`src/rtl/buffer_if_id_riesgos_if.sv`:
```
// -----------------------------------------------------------------------------
// buffer_if_id_riesgos_if
// Bus between the fetch/ID-EX side and the IF/ID buffer with hazard detection.
//   Inputs to the buffer : EnPC4, EnIns, EnFlush, EnMemRead, EnRegWrite, EnDest
//   Outputs of the buffer: SalPC4, SalIns, SalValido, PCWrite, Burbuja, CntStall
// Modports:
//   slave  - the buffer itself (consumes En*, drives Sal*/PCWrite/Burbuja/CntStall)
//   master - the surrounding pipeline (drives En*, observes the rest)
// -----------------------------------------------------------------------------
interface buffer_if_id_riesgos_if #(
   parameter int ANCHO     = 32,
   parameter int ANCHO_CNT = 16
);
   logic [ANCHO-1:0]     EnPC4;
   logic [ANCHO-1:0]     EnIns;
   logic                 EnFlush;
   logic                 EnMemRead;
   logic                 EnRegWrite;
   logic [4:0]           EnDest;

   logic [ANCHO-1:0]     SalPC4;
   logic [ANCHO-1:0]     SalIns;
   logic                 SalValido;
   logic                 PCWrite;
   logic                 Burbuja;
   logic [ANCHO_CNT-1:0] CntStall;

   modport slave (
      input  EnPC4, EnIns, EnFlush, EnMemRead, EnRegWrite, EnDest,
      output SalPC4, SalIns, SalValido, PCWrite, Burbuja, CntStall
   );

   modport master (
      output EnPC4, EnIns, EnFlush, EnMemRead, EnRegWrite, EnDest,
      input  SalPC4, SalIns, SalValido, PCWrite, Burbuja, CntStall
   );
endinterface

```
`src/rtl/buffer_if_id_riesgos.sv`:
```
// -----------------------------------------------------------------------------
// buffer_if_id_riesgos
// IF/ID pipeline register with integrated hazard detection.
//   - Captures PC+4 and the fetched instruction for decode (1-cycle latency).
//   - Using the ID/EX feedback (MemRead, RegWrite, destination register) it
//     detects load-use and branch-operand hazards, freezes PC and IF/ID
//     (PCWrite = 0) and injects a control bubble into ID/EX (Burbuja = 1).
//   - A load feeding a beq needs two stall cycles, tracked by a RUN/STALL FSM.
//   - A taken branch/jump (EnFlush) squashes the fetched instruction to NOP.
//   - CntStall counts stall cycles since reset, saturating at all-ones.
// Ports:
//   clk   - rising-edge clock
//   rst_n - asynchronous reset, active-low
//   bus   - slave side of buffer_if_id_riesgos_if (see that file)
// -----------------------------------------------------------------------------
module buffer_if_id_riesgos #(
   parameter int               ANCHO     = 32,
   parameter logic [ANCHO-1:0] NOP       = '0,
   parameter int               ANCHO_CNT = 16
) (
   input  logic                    clk,
   input  logic                    rst_n,
   buffer_if_id_riesgos_if.slave   bus
);

   typedef enum logic {
      RUN   = 1'b0,
      STALL = 1'b1
   } estado_t;

   localparam logic [5:0] OP_J   = 6'b000010;
   localparam logic [5:0] OP_BEQ = 6'b000100;

   estado_t              estado_q, estado_d;
   logic [1:0]           pend_q, pend_d;
   logic [ANCHO-1:0]     sal_pc4_q, sal_pc4_d;
   logic [ANCHO-1:0]     sal_ins_q, sal_ins_d;
   logic                 sal_valido_q, sal_valido_d;
   logic [ANCHO_CNT-1:0] cnt_q, cnt_d;

   // Fields of the instruction sitting in decode.
   logic [5:0] op;
   logic [4:0] rs;
   logic [4:0] rt;

   logic es_beq;
   logic coincide;
   logic evaluar;
   logic riesgo_carga;
   logic riesgo_alu;
   logic riesgo;
   logic riesgo_doble;
   logic stall;

   assign op = sal_ins_q[31:26];
   assign rs = sal_ins_q[25:21];
   assign rt = sal_ins_q[20:16];

   // ---------------------------------------------------------------------------
   // Hazard detection. Both rs and rt are compared for every opcode (the
   // conservative choice); only J is known to read no registers. $0 never
   // creates a dependency, which also keeps NOPs and bubbles hazard-free.
   // ---------------------------------------------------------------------------
   always_comb begin
      // NOTE: every signal written here gets a value on every path (defaults
      // first), so no latch is inferred.
      es_beq       = 1'b0;
      coincide     = 1'b0;
      evaluar      = 1'b0;
      riesgo_carga = 1'b0;
      riesgo_alu   = 1'b0;
      riesgo       = 1'b0;
      riesgo_doble = 1'b0;
      stall        = 1'b0;

      es_beq   = (op == OP_BEQ);
      coincide = (bus.EnDest != 5'd0) &&
                 ((bus.EnDest == rs) || (bus.EnDest == rt)) &&
                 (op != OP_J);
      // In STALL the outcome is already decided; a squashed slot has nothing
      // to protect.
      evaluar  = (estado_q == RUN) && sal_valido_q;

      riesgo_carga = evaluar && bus.EnMemRead && coincide;
      riesgo_alu   = evaluar && bus.EnRegWrite && !bus.EnMemRead && coincide && es_beq;
      riesgo       = riesgo_carga || riesgo_alu;
      // A load result reaches a branch compare in ID only after two bubbles.
      riesgo_doble = riesgo_carga && es_beq;

      stall = riesgo || (estado_q == STALL);
   end

   // ---------------------------------------------------------------------------
   // FSM next state. pend holds the stall cycles still owed after this one.
   // A 1-stall hazard stays in RUN: next cycle ID/EX holds the bubble we just
   // injected, so detection clears by itself.
   // ---------------------------------------------------------------------------
   always_comb begin
      estado_d = estado_q;
      pend_d   = pend_q;

      unique case (estado_q)
         RUN: begin
            if (riesgo_doble) begin
               estado_d = STALL;
               pend_d   = 2'd1;
            end else if (riesgo) begin
               pend_d = 2'd0;
            end
         end
         STALL: begin
            if (pend_q > 2'd1) begin
               pend_d = pend_q - 2'd1;
            end else begin
               estado_d = RUN;
               pend_d   = 2'd0;
            end
         end
         default: begin
            estado_d = RUN;
            pend_d   = 2'd0;
         end
      endcase
   end

   // ---------------------------------------------------------------------------
   // Datapath next state. Stall has priority over flush: a stalled branch has
   // not resolved yet, so any flush request seen now is not meaningful.
   // ---------------------------------------------------------------------------
   always_comb begin
      sal_pc4_d    = sal_pc4_q;
      sal_ins_d    = sal_ins_q;
      sal_valido_d = sal_valido_q;

      if (!stall) begin
         sal_pc4_d = bus.EnPC4;
         if (bus.EnFlush) begin
            sal_ins_d    = NOP;
            sal_valido_d = 1'b0;
         end else begin
            sal_ins_d    = bus.EnIns;
            sal_valido_d = 1'b1;
         end
      end
   end

   // Saturating stall counter: holds at all-ones instead of wrapping.
   always_comb begin
      cnt_d = cnt_q;
      if (stall && !(&cnt_q)) begin
         cnt_d = cnt_q + {{(ANCHO_CNT-1){1'b0}}, 1'b1};
      end
   end

   // ---------------------------------------------------------------------------
   // State registers.
   // NOTE: sequential state uses non-blocking assignments only, so every
   // register samples the pre-edge values regardless of statement order.
   // NOTE: every register here has a reset value; the pipeline must come out of
   // reset with a NOP in decode and no pending stall.
   // ---------------------------------------------------------------------------
   always_ff @(posedge clk or negedge rst_n) begin
      if (!rst_n) begin
         estado_q     <= RUN;
         pend_q       <= 2'd0;
         sal_pc4_q    <= '0;
         sal_ins_q    <= NOP;
         sal_valido_q <= 1'b0;
         cnt_q        <= '0;
      end else begin
         estado_q     <= estado_d;
         pend_q       <= pend_d;
         sal_pc4_q    <= sal_pc4_d;
         sal_ins_q    <= sal_ins_d;
         sal_valido_q <= sal_valido_d;
         cnt_q        <= cnt_d;
      end
   end

   assign bus.SalPC4    = sal_pc4_q;
   assign bus.SalIns    = sal_ins_q;
   assign bus.SalValido = sal_valido_q;
   assign bus.PCWrite   = !stall;
   assign bus.Burbuja   = stall;
   assign bus.CntStall  = cnt_q;

endmodule

```
`src/flat_wrapper.sv`:
```
// flat-port wrapper written by rule: the top's interface ports become plain ports
module buffer_if_id_riesgos_flat 
#(
   parameter int               ANCHO     = 32,
   parameter logic [ANCHO-1:0] NOP       = '0,
   parameter int               ANCHO_CNT = 16
)
  (clk, rst_n, bus_EnPC4, bus_EnIns, bus_EnFlush, bus_EnMemRead, bus_EnRegWrite, bus_EnDest, bus_SalPC4, bus_SalIns, bus_SalValido, bus_PCWrite, bus_Burbuja, bus_CntStall);
  buffer_if_id_riesgos_if #(.ANCHO(ANCHO), .ANCHO_CNT(ANCHO_CNT)) bus_i ();
  input  logic clk;
  input  logic rst_n;
  input wire logic [$bits(bus_i.EnPC4)-1:0] bus_EnPC4;
  input wire logic [$bits(bus_i.EnIns)-1:0] bus_EnIns;
  input wire logic [$bits(bus_i.EnFlush)-1:0] bus_EnFlush;
  input wire logic [$bits(bus_i.EnMemRead)-1:0] bus_EnMemRead;
  input wire logic [$bits(bus_i.EnRegWrite)-1:0] bus_EnRegWrite;
  input wire logic [$bits(bus_i.EnDest)-1:0] bus_EnDest;
  output wire logic [$bits(bus_i.SalPC4)-1:0] bus_SalPC4;
  output wire logic [$bits(bus_i.SalIns)-1:0] bus_SalIns;
  output wire logic [$bits(bus_i.SalValido)-1:0] bus_SalValido;
  output wire logic [$bits(bus_i.PCWrite)-1:0] bus_PCWrite;
  output wire logic [$bits(bus_i.Burbuja)-1:0] bus_Burbuja;
  output wire logic [$bits(bus_i.CntStall)-1:0] bus_CntStall;
  assign bus_i.EnPC4 = bus_EnPC4;
  assign bus_i.EnIns = bus_EnIns;
  assign bus_i.EnFlush = bus_EnFlush;
  assign bus_i.EnMemRead = bus_EnMemRead;
  assign bus_i.EnRegWrite = bus_EnRegWrite;
  assign bus_i.EnDest = bus_EnDest;
  assign bus_SalPC4 = bus_i.SalPC4;
  assign bus_SalIns = bus_i.SalIns;
  assign bus_SalValido = bus_i.SalValido;
  assign bus_PCWrite = bus_i.PCWrite;
  assign bus_Burbuja = bus_i.Burbuja;
  assign bus_CntStall = bus_i.CntStall;
  buffer_if_id_riesgos #(.ANCHO(ANCHO), .NOP(NOP), .ANCHO_CNT(ANCHO_CNT)) u_core (.clk(clk), .rst_n(rst_n), .bus(bus_i));
endmodule
```
`config.mk`:
```
export PLATFORM = sky130hd
export DESIGN_NAME = buffer_if_id_riesgos_flat
export DESIGN_NICKNAME = d
export VERILOG_FILES = /design/src/rtl/buffer_if_id_riesgos_if.sv /design/src/rtl/buffer_if_id_riesgos.sv /design/src/flat_wrapper.sv
export SDC_FILE = /design/constraint.sdc
export NUM_CORES = 1
export LEC_CHECK = 0
export ABC_AREA = 1
export CORE_UTILIZATION = 35
export CTS_BUF_LIST = sky130_fd_sc_hd__clkbuf_16
export CTS_CLUSTER_DIAMETER = 30
export CTS_CLUSTER_SIZE = 10
export DETAILED_ROUTE_END_ITERATION = 10
export PLACE_DENSITY = 0.72
export SYNTH_ARGS = -nofsm -noshare
export SYNTH_HDL_FRONTEND = slang
export SYNTH_SLANG_ARGS = --single-unit
```
`constraint.sdc`:
```
create_clock -name clk -period 1.6 [get_ports clk]
set_input_delay 0.32 -clock clk [delete_from_list [all_inputs] [get_ports clk]]
set_output_delay 0.32 -clock clk [all_outputs]
set_load 0.01 [all_outputs]
```
==> impl_metrics.tcl, run 1 <==
set metrics [dict create \
    drc 0 \
    path_class "reg -> out" \
    period_share_pct 119 \
    max-cap-violations 0 \
    cts_tree "done" \
    holdCritStartpoint "u_core.bus.SalPC4[18]" \
    cts-buffers-inserted 9 \
    grt_pass1_wl_um 18000 \
    synth_seq_cells 84 \
    final_layout_size_suffix_gt1_share_pct 15.4 \
    cp_max_fo 4 \
    syn_area_per_cell_sq_um 7.94 \
    cpMostUsedCell "nand2_1" \
    cp_slowest_stage_delay_ps 380 \
    end_kind "output port" \
    multi_input_area_sq_um 1570 \
    ys_warn_count 0 \
    final-setup-viol-count 85 \
    diodes 0 \
    synth_top_area_share_pct 54.1 \
    synth.distinct_cells 27 \
    ios 157 \
    rsz0062_at_grt "true" \
    die_h_um 107 \
    clk_latency_ps 330 \
    cts.sinks 84 \
    synth_area_sq_um 3880 \
    synth_top_area_cell "dfrtp_1" \
    peakVddDrop_uv 546 \
    die_x_um 107 \
    crit_slowest_cell "dfrtp_1" \
    viasPerCell 4.72 \
    wire_per_inst_um 14.6 \
    grt_overflow_total 0 \
    fp-row-count 38 \
    post-place-ws_ps -849 \
    powerDensity_nw_per_um2 852 \
    crit_start "u_core.bus.SalIns[24]" \
    layout.nets 770 \
    via_count 3961 \
    port_buffers 156 \
    regArea_sq_um 2110 \
    grt_pass1_vias 3873 \
    leakage_nw 3.39 \
    crit_arrival_ps 1580 \
    reg2reg_from "u_core.bus.SalIns[31]" \
    outcome "complete, but fails checks" \
    worstPathRequired_ps 1280 \
    grt_max_degree 47 \
    core_sq_um 10800 \
    worst-path-buf-inv 3 \
    finalWeightedCongestion 0.896 \
    relSlewSlack_pct 67.8 \
    finalHoldViolations 0 \
    area_growth_pct 70.6 \
    cpLargestDelayFamily "simple AND/OR/NAND/NOR gates" \
    finalMaxSlewViolations 0 \
    path_clk_slew_ps 60 \
    grtUsageTotal_pct 20.1 \
    period_minus_slack_ps 1900 \
    clockBufferDepth 2 \
    wirelength_um 12200 \
    path_cells "inv_1 -> nand2_1 -> nand2_1 -> nor2_1 -> nand3_1 -> nand2_2 -> nand3_2 -> nand2_4 -> inv_2 -> buf_6" \
    startpoint_type "register" \
    worst_pin_slew_ps 483 \
    dieArea_sq_um 11500 \
    initial_core_util_pct 35.8 \
    hpwl_um 7340 \
    drtAntennaViolNets 0 \
    h-tree-depth 3 \
    failed_checks "setup timing" \
    setup_ws_ps -299 \
    antenna_found_initial 0 \
    tns_ps -14500 \
    synthTopCellsByArea "dfrtp_1 54%, nand2_1 24%, o21ai_0 4.0%, nand3_1 3.6%, inv_1 3.0%" \
    clock-skew-final_ps 12.3 \
    drt-initial-drc-count 201 \
    fillers 952 \
    ys_seq_area_share_pct 54.1 \
    dr.pass1.iters 4 \
    syn-num-nets 564 \
    fmax_ghz 0.527 \
    synth_cells 489 \
    hp-class "reg -> reg" \
    root_buffer "clkbuf_16" \
]
==> report_power, final <==
part | internal (mW) | switching [mW] | total, mW
clock | 1.36 | 0.833 | 2.19
sequential | 2.27 | 0.104 | 2.38
combinational | 0.615 | 0.459 | 1.07
==> sequential cells by signal (all words and copies together), names as in the netlist <==
name and count:
u_core.bus.CntStall 16, u_core.bus.SalValido 1, u_core.bus.SalPC4 32, u_core.bus.SalIns 32
u_core.estado_q 1, u_core.pend_q 2
==> repair_timing <==
action,CTS,global route
hold endpoints to repair,46,0
pin swaps,9,5
resized for setup,55,55
hold buffers,1,0
gates cloned,4,10
endpoints found under the setup margin,117,101
buffers inserted,6,5
==> cells in the final DEF, fill, tap and decap left out, types with 5 or more instances in the layout <==
cell             Yosys  final
nor2_2               1      5
dlygate4sd2_1        0     32
o21ai_0             31     11
buf_16               0      5
o21ai_1              8     16
nor2_1              16     12
clkdlybuf4s50_1      0    104
dfrtp_1             84     81
buf_4                1     38
nand2_1            244    243
clkbuf_16            0     17
inv_1               31     32
o21ai_2              0     12
buf_12               0      6
dlymetal6s2s_1       0     15
nand3_1             28     27
==> worst reg2reg max path: cells and delay by family, from the launching register on <==
kind | cells | cell delay (ps)
buffers and inverters | 5 | 670
AOI/OAI and AO/OA | 2 | 170
DFF | 1 | 390
and+or+nand+nor | 5 | 510
==> cells in the mapped netlist, drive strengths merged <==
cell type    n
o21ai       39
clkbuf       5
ha           1
nor4         1
nor3         4
a31oi        1
or2          1
a21boi       1
buf         15
inv         35
nand2      246
dfrtp       84
xor2         4
nor2        17
nand4        3
xnor2        3
nand3       29
==> through the flow <==
step	hold slack, ps	util [%]	instances	power (mW)	cell area, sq um
floorplan	24.4	-	489	2.74	3890
global placement	310	53.4	798	3.44	5790
detailed placement	313	53.4	798	3.46	5790
CTS	485	57.8	825	5.67	6270
global route	510	61.1	840	5.90	6630
finish	477	61.1	840	5.64	6630
==> routing by layer <==
layer	GRT usage (%)	wire length, um	part of all wire (%)	vias to the layer above
li1	-	-	-	1933
met1	23.8	5000	41	1889
met2	36.0	6360	52	122
met3	4.78	704	5.8	17
met4	6.07	183	1.5	0
met5	0	0	0	-
==> kinds of logic after synthesis <==
logic type               after synthesis  share of synthesized area, %
flip-flops                            84                          54.1
buffers and inverters                 55                          7.08
XOR/XNOR                               7                          1.58
AO/OA/AOI/OAI                         41                          5.38
adder cells (fa/ha/maj)                1                         0.322
AND/OR/NAND/NOR                      301                          31.5
==> final timing paths <==
| kind | end | slack [ps] | cells after the start |
|---|---|---|---|
| max | bus_PCWrite | -300 | 10 |
| min | u_core.bus.SalPC4[18] | 480 | 2 |
| max reg2reg | u_core.bus.SalIns[2] | -260 | 12 |
| min reg2reg | u_core.bus.SalPC4[18] | 480 | 2 |
| max in group asynchronous | u_core.bus.CntStall[12] | 600 | 3 |
| min in group asynchronous | u_core.bus.SalIns[27] | 520 | 3 |
==> final cells by class <==
class	count	area share, %
Clock buffer	9	3.40
Timing Repair Buffer	215	35.1
Inverter	35	1.98
Multi-Input combinational cell	350	23.7
Sequential cell	84	31.8
Tap cell	140	2.64
Clock inverter	7	1.40
No activity file was read; power rests on OpenSTA's default activity.
==> run 2, diff against run 1 <==
--- a/config.mk
+++ b/config.mk
@@ -6,6 +6,7 @@
 export NUM_CORES = 1
 export LEC_CHECK = 0
 export ABC_AREA = 1
+export ABC_CLOCK_PERIOD_IN_PS = 1600
 export CORE_UTILIZATION = 35
 export CTS_BUF_LIST = sky130_fd_sc_hd__clkbuf_16
 export CTS_CLUSTER_DIAMETER = 30
==> results of run 2 <==
The final DEF is identical to that of run 1; final timing and power are the same.
==> run 3, diff against run 2 <==
--- a/config.mk
+++ b/config.mk
@@ -9,7 +9,7 @@
 export ABC_CLOCK_PERIOD_IN_PS = 1600
 export CORE_UTILIZATION = 35
 export CTS_BUF_LIST = sky130_fd_sc_hd__clkbuf_16
-export CTS_CLUSTER_DIAMETER = 30
+export CTS_CLUSTER_DIAMETER = 50
 export CTS_CLUSTER_SIZE = 10
 export DETAILED_ROUTE_END_ITERATION = 10
 export PLACE_DENSITY = 0.72
==> results of run 3 <==
The final DEF is identical to that of run 1; final timing and power are the same.
